<file path="src/rtl/apb_master_if.sv">
// -----------------------------------------------------------------------------
// apb_master_if
//   Bundles the command/response port and the APB3 bus of apb_master.
//   The "master" modport is the view of the bridge itself; the "slave" modport
//   is the view of whatever sits around it (command source + APB peripheral).
//
//   Command side : cmd_valid, cmd_ready, cmd_write, cmd_addr[3:0], cmd_wdata[7:0]
//   Response side: rsp_valid, rsp_err, rsp_rdata[7:0]
//   APB side     : paddr[3:0], pwrite, psel, penable, pwdata[7:0],
//                  prdata[7:0], pready
// -----------------------------------------------------------------------------
interface apb_master_if;
   logic       cmd_valid;
   logic       cmd_ready;
   logic       cmd_write;
   logic [3:0] cmd_addr;
   logic [7:0] cmd_wdata;

   logic       rsp_valid;
   logic       rsp_err;
   logic [7:0] rsp_rdata;

   logic [3:0] paddr;
   logic       pwrite;
   logic       psel;
   logic       penable;
   logic [7:0] pwdata;
   logic [7:0] prdata;
   logic       pready;

   modport master (
      input  cmd_valid, cmd_write, cmd_addr, cmd_wdata, prdata, pready,
      output cmd_ready, rsp_valid, rsp_err, rsp_rdata,
             paddr, pwrite, psel, penable, pwdata
   );

   modport slave (
      output cmd_valid, cmd_write, cmd_addr, cmd_wdata, prdata, pready,
      input  cmd_ready, rsp_valid, rsp_err, rsp_rdata,
             paddr, pwrite, psel, penable, pwdata
   );
endinterface

</file>
<file path="src/rtl/apb_master.sv">
// -----------------------------------------------------------------------------
// apb_master
//   Bridges a valid/ready command port onto an APB3 bus (4-bit address,
//   8-bit data). One transfer in flight at a time; each transfer ends with a
//   one-cycle response pulse carrying read data or a timeout error.
//
//   Parameters
//     TIMEOUT : max ACCESS cycles with pready low before abort (0 = never)
//     CW      : wait counter width, 2**CW must exceed TIMEOUT
//
//   Ports
//     pclk  : bus clock, everything on the rising edge
//     rst_n : asynchronous active-low reset
//     bus   : apb_master_if.master (command, response and APB signals)
//
//   All bus and response outputs come straight from flops.
// -----------------------------------------------------------------------------
module apb_master #(
   parameter int TIMEOUT = 16,
   parameter int CW      = 5
) (
   input logic          pclk,
   input logic          rst_n,
   apb_master_if.master bus
);

   typedef enum logic [1:0] {
      ST_IDLE   = 2'd0,
      ST_SETUP  = 2'd1,
      ST_ACCESS = 2'd2,
      ST_DONE   = 2'd3
   } state_t;

   localparam logic [CW-1:0] WAIT_MAX  = {CW{1'b1}};
   localparam logic [CW-1:0] TIMEOUT_W = CW'(TIMEOUT);
   localparam bit            TO_EN     = (TIMEOUT != 0);

   state_t        state_q,     state_d;
   logic          cmd_ready_q, cmd_ready_d;
   logic          psel_q,      psel_d;
   logic          penable_q,   penable_d;
   logic          pwrite_q,    pwrite_d;
   logic [3:0]    paddr_q,     paddr_d;
   logic [7:0]    pwdata_q,    pwdata_d;
   logic          rsp_valid_q, rsp_valid_d;
   logic          rsp_err_q,   rsp_err_d;
   logic [7:0]    rsp_rdata_q, rsp_rdata_d;
   logic [CW-1:0] wait_q,      wait_d;

   logic [CW-1:0] wait_inc;
   logic          timeout_hit;

   always_comb begin
      state_d     = state_q;
      psel_d      = psel_q;
      penable_d   = penable_q;
      pwrite_d    = pwrite_q;
      paddr_d     = paddr_q;
      pwdata_d    = pwdata_q;
      wait_d      = wait_q;
      // Response fields are only meaningful for the single DONE cycle.
      rsp_valid_d = 1'b0;
      rsp_err_d   = 1'b0;
      rsp_rdata_d = 8'h00;

      // Saturating increment: a long stall with TIMEOUT=0 must not wrap.
      wait_inc    = (wait_q == WAIT_MAX) ? wait_q : wait_q + CW'(1);
      timeout_hit = TO_EN && (wait_inc >= TIMEOUT_W);

      unique case (state_q)
         ST_IDLE: begin
            if (bus.cmd_valid) begin
               paddr_d  = bus.cmd_addr;
               pwrite_d = bus.cmd_write;
               pwdata_d = bus.cmd_wdata;
               psel_d   = 1'b1;
               wait_d   = '0;
               state_d  = ST_SETUP;
            end
         end
         ST_SETUP: begin
            penable_d = 1'b1;
            state_d   = ST_ACCESS;
         end
         ST_ACCESS: begin
            // pready is checked first so a completion on the very edge the
            // counter would reach TIMEOUT is a normal completion.
            if (bus.pready) begin
               psel_d      = 1'b0;
               penable_d   = 1'b0;
               rsp_valid_d = 1'b1;
               rsp_rdata_d = pwrite_q ? 8'h00 : bus.prdata;
               state_d     = ST_DONE;
            end else begin
               wait_d = wait_inc;
               if (timeout_hit) begin
                  psel_d      = 1'b0;
                  penable_d   = 1'b0;
                  rsp_valid_d = 1'b1;
                  rsp_err_d   = 1'b1;
                  state_d     = ST_DONE;
               end
            end
         end
         ST_DONE: begin
            state_d = ST_IDLE;
         end
         default: begin
            state_d = ST_IDLE;
         end
      endcase

      cmd_ready_d = (state_d == ST_IDLE);
   end

   always_ff @(posedge pclk or negedge rst_n) begin
      if (!rst_n) begin
         state_q     <= ST_IDLE;
         cmd_ready_q <= 1'b1;
         psel_q      <= 1'b0;
         penable_q   <= 1'b0;
         pwrite_q    <= 1'b0;
         paddr_q     <= 4'h0;
         pwdata_q    <= 8'h00;
         rsp_valid_q <= 1'b0;
         rsp_err_q   <= 1'b0;
         rsp_rdata_q <= 8'h00;
         wait_q      <= '0;
      end else begin
         state_q     <= state_d;
         cmd_ready_q <= cmd_ready_d;
         psel_q      <= psel_d;
         penable_q   <= penable_d;
         pwrite_q    <= pwrite_d;
         paddr_q     <= paddr_d;
         pwdata_q    <= pwdata_d;
         rsp_valid_q <= rsp_valid_d;
         rsp_err_q   <= rsp_err_d;
         rsp_rdata_q <= rsp_rdata_d;
         wait_q      <= wait_d;
      end
   end

   assign bus.cmd_ready = cmd_ready_q;
   assign bus.psel      = psel_q;
   assign bus.penable   = penable_q;
   assign bus.pwrite    = pwrite_q;
   assign bus.paddr     = paddr_q;
   assign bus.pwdata    = pwdata_q;
   assign bus.rsp_valid = rsp_valid_q;
   assign bus.rsp_err   = rsp_err_q;
   assign bus.rsp_rdata = rsp_rdata_q;

endmodule

</file>
<file path="src/flat_wrapper.sv">
// flat-port wrapper written by rule: the top's interface ports become plain ports
module apb_master_flat 
#(
   parameter int TIMEOUT = 16,
   parameter int CW      = 5
)
  (pclk, rst_n, bus_cmd_valid, bus_cmd_write, bus_cmd_addr, bus_cmd_wdata, bus_prdata, bus_pready, bus_cmd_ready, bus_rsp_valid, bus_rsp_err, bus_rsp_rdata, bus_paddr, bus_pwrite, bus_psel, bus_penable, bus_pwdata);
  apb_master_if bus_i ();
  input logic pclk;
  input logic rst_n;
  input wire logic [$bits(bus_i.cmd_valid)-1:0] bus_cmd_valid;
  input wire logic [$bits(bus_i.cmd_write)-1:0] bus_cmd_write;
  input wire logic [$bits(bus_i.cmd_addr)-1:0] bus_cmd_addr;
  input wire logic [$bits(bus_i.cmd_wdata)-1:0] bus_cmd_wdata;
  input wire logic [$bits(bus_i.prdata)-1:0] bus_prdata;
  input wire logic [$bits(bus_i.pready)-1:0] bus_pready;
  output wire logic [$bits(bus_i.cmd_ready)-1:0] bus_cmd_ready;
  output wire logic [$bits(bus_i.rsp_valid)-1:0] bus_rsp_valid;
  output wire logic [$bits(bus_i.rsp_err)-1:0] bus_rsp_err;
  output wire logic [$bits(bus_i.rsp_rdata)-1:0] bus_rsp_rdata;
  output wire logic [$bits(bus_i.paddr)-1:0] bus_paddr;
  output wire logic [$bits(bus_i.pwrite)-1:0] bus_pwrite;
  output wire logic [$bits(bus_i.psel)-1:0] bus_psel;
  output wire logic [$bits(bus_i.penable)-1:0] bus_penable;
  output wire logic [$bits(bus_i.pwdata)-1:0] bus_pwdata;
  assign bus_i.cmd_valid = bus_cmd_valid;
  assign bus_i.cmd_write = bus_cmd_write;
  assign bus_i.cmd_addr = bus_cmd_addr;
  assign bus_i.cmd_wdata = bus_cmd_wdata;
  assign bus_i.prdata = bus_prdata;
  assign bus_i.pready = bus_pready;
  assign bus_cmd_ready = bus_i.cmd_ready;
  assign bus_rsp_valid = bus_i.rsp_valid;
  assign bus_rsp_err = bus_i.rsp_err;
  assign bus_rsp_rdata = bus_i.rsp_rdata;
  assign bus_paddr = bus_i.paddr;
  assign bus_pwrite = bus_i.pwrite;
  assign bus_psel = bus_i.psel;
  assign bus_penable = bus_i.penable;
  assign bus_pwdata = bus_i.pwdata;
  apb_master #(.TIMEOUT(TIMEOUT), .CW(CW)) u_core (.pclk(pclk), .rst_n(rst_n), .bus(bus_i));
endmodule
</file>
<file path="config.mk">
export PLATFORM = sky130hd
export DESIGN_NAME = apb_master_flat
export DESIGN_NICKNAME = d
export VERILOG_FILES = /design/src/rtl/apb_master_if.sv /design/src/rtl/apb_master.sv /design/src/flat_wrapper.sv
export SDC_FILE = /design/constraint.sdc
export NUM_CORES = 1
export LEC_CHECK = 0
export ABC_AREA = 1
export BUFFER_PORTS_ARGS = -buffer_cell sky130_fd_sc_hd__buf_2
export CORE_UTILIZATION = 47
export DETAILED_ROUTE_END_ITERATION = 16
export PLACE_DENSITY = 0.77
export SLEW_MARGIN = 15
export SYNTH_ARGS = -nofsm -noshare
export SYNTH_HDL_FRONTEND = slang
export SYNTH_SLANG_ARGS = --single-unit
</file>
<file path="constraint.sdc">
create_clock -name pclk -period 1.69 [get_ports pclk]
set_clock_uncertainty 0.1 [all_clocks]
set_input_delay 0.338 -clock pclk [delete_from_list [all_inputs] [get_ports pclk]]
set_output_delay 0.338 -clock pclk [all_outputs]
set_load 0.02 [all_outputs]
</file>
=== Word-level counts from Yosys, hierarchy flattened ===
Index checks and enable logic that the tools add are counted.

* Flip-flop bits (word level): 33
* Output and inout port bits: 26
* Word-level logic and storage cells: 49

* Add/sub/neg operators: 1
* Order comparisons: 1
* Equal/unequal tests: 7
* Mux-type cells: 21
* Reductions and logical operators: 8

{| class="wikitable"
|+ Operators by type and width
! kind !! number
|-
| 2-to-1 mux 8 bit || 3
|-
| 2-to-1 mux 5 bit || 3
|-
| one-hot mux 5 bit (2 select lines) || 1
|-
| 2-to-1 mux 1 bit || 8
|-
| one-hot mux 2 bit (4 select lines) || 1
|-
| 2-to-1 mux 2 bit || 3
|-
| AND reduction 3 bit || 2
|-
| adder 5 x 1 -> 5 bit, second input constant || 1
|-
| == test 5 bit, second input constant || 1
|-
| >= comparator 5 bit, second input constant || 1
|-
| == test 2 bit, second input constant || 2
|-
| zero test 2 bit || 2
|-
| inequality test 2 bit, second input constant || 2
|-
| one-hot mux 1 bit (2 select lines) || 2
|-
| AND reduction 2 bit || 2
|-
| nonzero test 2 bit || 2
|-
| inequality test 3 x 2 -> 1 bit, second input constant || 1
|-
| == test 2 x 1 -> 1 bit, second input constant || 1
|}

=== Logic depth before layout (Yosys ltp) ===
* Word-level depth: 7
* Mapped depth: 9
* Depth with buffers taken out: 9

=== Worst setup path after synthesis ===
No wires, ideal clock.

* Kind: reg2reg
* From: reg u_core.state_q[0]
* To: reg u_core.paddr_q[0], in the netlist u_core.bus.paddr[0]
* Library setup time: 116 ps
* Data arrival time: 1086 ps
* Data required time: 1474 ps
* Slack: 388 ps
* Cell stages (with the launch flop): 8
* Buffers on the path: 1
* Path through: dfrtp_1 > inv_1 > ha_1 > nand2_1 > inv_1 > buf_4 > nand2_1 > nand2_1

* Cells in the longest elaborated chain, start to end: 2

{| class="wikitable"
|+ RTL lines
! element !! line !! text
|-
| from (decl) || apb_master.sv:38 || <nowiki>state_t state_q, state_d;</nowiki>
|-
| from (signal assigned) || apb_master.sv:130 || <nowiki>state_q <= state_d;</nowiki>
|-
| zero test 2 bit || apb_master.sv:70 || <nowiki>unique case (state_q)</nowiki>
|-
| AND reduction 2 bit (no source line) || n/a ||
|-
| to (signal assigned) || apb_master.sv:135 || <nowiki>paddr_q <= paddr_d;</nowiki>
|-
| to (decl) || apb_master.sv:43 || <nowiki>logic [3:0] paddr_q, paddr_d;</nowiki>
|}

Every way passes these cells.
A chain may end at the register's enable or synchronous reset.

=== Worst setup path in the final report ===
* From: reg u_core.pwrite_q, in the netlist u_core.bus.pwrite
* To: out bus_pwrite

{| class="wikitable"
|+ RTL lines
! element !! line !! text
|-
| from (decl) || apb_master.sv:42 || <nowiki>logic pwrite_q, pwrite_d;</nowiki>
|-
| from (signal assigned) || apb_master.sv:134 || <nowiki>pwrite_q <= pwrite_d;</nowiki>
|-
| to (decl) || flat_wrapper.sv:22 || <nowiki>output wire logic [$bits(bus_i.pwrite)-1:0] bus_pwrite;</nowiki>
|}

No word-level cell between the ends.

==> impl_metrics.yaml <==
drt:
  wl_per_cell_um: 11.0
  drc: 0
  drt_iter0_drc: 37
  wl_um: 2690
  dr.pass1.iters: 4
  ant_nets: 0
  vias_per_cell: 4.73
  vias: 1160
critical_path:
  crit_family: "flip-flops"
  cp_cell_sequence: "buf_2"
  startpoint: "u_core.bus.pwrite"
  r2r-start: "u_core.state_q[0]"
  path_max_fanout: 10
  critPathSlowestCell: "dfrtp_1"
  r2r_end: "u_core.bus.rsp_rdata[6]"
  cp-endpoint: "bus_pwrite"
  required_ns: 1.25
  cp-start-kind: "register"
  cp_data_arrival_time_ns: 1.09
  max_stage_delay_ns: 0.53
  critical_path_class: "register to primary output"
  ff2ff_path_depth: 6
  crit_cells: 1
  r2r_slack_ns: 0.19
  critPathBufInv: 1
  cp-end-kind: "primary output"
logic_synthesis:
  yosysWarnings: 0
  syn_avg_cell_area_um2: 8.69
  synth_area_mm2: 0.00136
  syn-instance-count: 156
  synth_area_leaders: "dfrtp_1 (59%), nand2_1 (20%), nor2_1 (4.2%)"
  yosysTopAreaCell: "dfrtp_1"
  netlist.area_leader.share: 0.591
  syn_nets: 184
  synth-seq-area-share: 0.610
  ys_seq_elements: 33
  ys_types: 16
timing:
  post-route-min-period_ns: 1.53
  tightestPinTransition_ns: 0.403
  rsz0062_at_grt: "false"
  finalHoldViolCount: 0
  finalMaxSlewViolations: 0
  max_slew_margin: 0.732
  fin_tns_setup_ns: 0
  final-setup-viol-count: 0
  hold_slack_ns: 0.0889
  timing.fmax_mhz: 654
  period_share: 0.905
clocking:
  cts_tree: "done"
  htreeDepth: 2
  numCtsBuffers: 5
  path_clk_slew_ns: 0.10
  cts.repair.resized: 0
  cts_num_sinks: 33
  clock_latency_ns: 0.34
  root_buffer: "clkbuf_4"
  cts_buffer_depth: 2
pwr:
  power_density_mw_per_mm2: 1780
  power.total_mw: 3.12
  ir_drop_mv: 1.47
  cellLeakagePower_nw: 1.05
layout:
  area_growth_pct: 29.2
  final_area_mm2: 0.00175
  postLayoutCoreUtil: 0.640
  final.fill_count: 225
  num_antenna_cells: 0
  nets: 241
  drive_above_1_share: 0.299
job:
  drv_cap: 0
die:
  num_rows: 19
  core-area_mm2: 0.00273
  io_pins: 51
  start_util: 0.496
  fp.dieH_um: 55.7
  dieArea_mm2: 0.00310
  die_w_um: 55.7
worst_hold_path:
  min_path_type: "primary input to register"
placement:
  place.gp.congestion: 0.916
  hpwl_um: 2050
  place.port_buffers: 50
  place_area_mm2: 0.00166
grt:
  overflow: 0
  grt_usage: 0.207
  antenna_found_initial: 0
  grt_first_pass_wirelength_um: 4900
  grt_pass1_vias: 1124
  grt_max_degree: 18
outcome:
  status: "finished, final reports clean"
==> layer usage <==
layer | vias to the layer above | track usage | routed length, um | part of all wire
met4 | 0 | 0.0643 | 40 | 0.015
met2 | 39 | 0.313 | 1250 | 0.47
met1 | 522 | 0.266 | 1170 | 0.44
li1 | 593 | - | - | -
met5 | - | 0 | 0 | 0
met3 | 6 | 0.0930 | 225 | 0.084
==> cell usage in the layout (no fill, tap or decap) <==
master and count:
o21ai_0 4, nand3_2 1, clkbuf_4 5, a21oi_1 2, dfstp_2 1, nand4_1 4
buf_4 1, buf_2 50, inv_1 14, clkbuf_1 1, buf_12 1, nor2_1 15
ha_1 3, nand3_1 3, dfrtp_1 32, nand2_1 71, bufinv_16 1, dlygate4sd3_1 1
clkbuf_8 1, nor2_2 1, nand2_2 2
==> worst min path at each step <==
stage | slack (ns) | endpoint | cells past startpoint | start
global route | 0.07 | u_core.bus.pwdata[1] | 3 | bus_cmd_wdata[1]
floorplan | -0.06 | u_core.bus.paddr[0] | 0 | rst_n
CTS | 0.08 | u_core.bus.rsp_err | 2 | bus_pready
global placement | 0.18 | u_core.bus.pwdata[6] | 1 | rst_n
detailed placement | 0.19 | u_core.bus.penable | 1 | rst_n
finish | 0.09 | u_core.bus.paddr[3] | 3 | bus_cmd_addr[3]
==> state kept, by name, summed over array words and instances (netlist names) <==
name and cells:
u_core.bus.pwdata 8, u_core.bus.rsp_rdata 8, u_core.wait_q 5, u_core.bus.paddr 4
u_core.state_q 2, u_core.bus.cmd_ready 1, u_core.bus.penable 1, u_core.bus.psel 1
u_core.bus.pwrite 1, u_core.bus.rsp_err 1, u_core.bus.rsp_valid 1
==> metrics by stage <==
step           setup WS [ns]  cells
6_report               0.161    245
3_5_place_dp           0.218    236
3_3_place_gp           0.319    236
2_1_floorplan          0.388    156
5_1_grt              0.00288    245
4_1_cts                0.138    245
==> cells in the mapped netlist <==
master,instances
o21ai_0,4
nand3_1,3
buf_2,1
a21oi_1,2
nor2_2,1
nor2_1,15
nand4_1,4
ha_1,3
buf_1,1
buf_4,1
dfrtp_1,32
nand3_2,1
nand2_2,2
inv_1,14
nand2_1,71
dfstp_2,1
==> kinds of logic (layout without fill, tap and decap cells) <==
group / after synthesis / in the layout / share of synthesized area
DFF: 33 / 33 / 0.610
and+or+nand+nor: 97 / 97 / 0.289
adders and majority gates: 3 / 3 / 0.0277
AOI/OAI and AO/OA: 6 / 6 / 0.0222
buffers and inverters: 17 / 75 / 0.0508
==> repair_timing <==
item	4_1_cts	5_1_grt
setup buffers	0	0
endpoints found under the setup margin	0	0
hold buffers	1	0
hold endpoints to repair	15	0
==> cell type report <==
| type | instances | area, um^2 | share of cell area |
|---|---|---|---|
| clock buffers | 7 | 55.1 | 0.0315 |
| clock inverters | 1 | 30.0 | 0.0172 |
| inverters | 14 | 52.6 | 0.0300 |
| multi-input cells | 106 | 459 | 0.262 |
| flip-flops and latches | 33 | 827 | 0.472 |
| well taps | 31 | 38.8 | 0.0222 |
| repair buffers | 53 | 288 | 0.164 |
==> power breakdown <==
group	switching (mW)	leakage (nW)	internal, mW	total (mW)
logic	0.840	0.583	0.433	1.27
clock network	0.256	0.0455	0.353	0.610
registers	0.167	0.422	1.07	1.24
(Power assumes the default switching activity.)
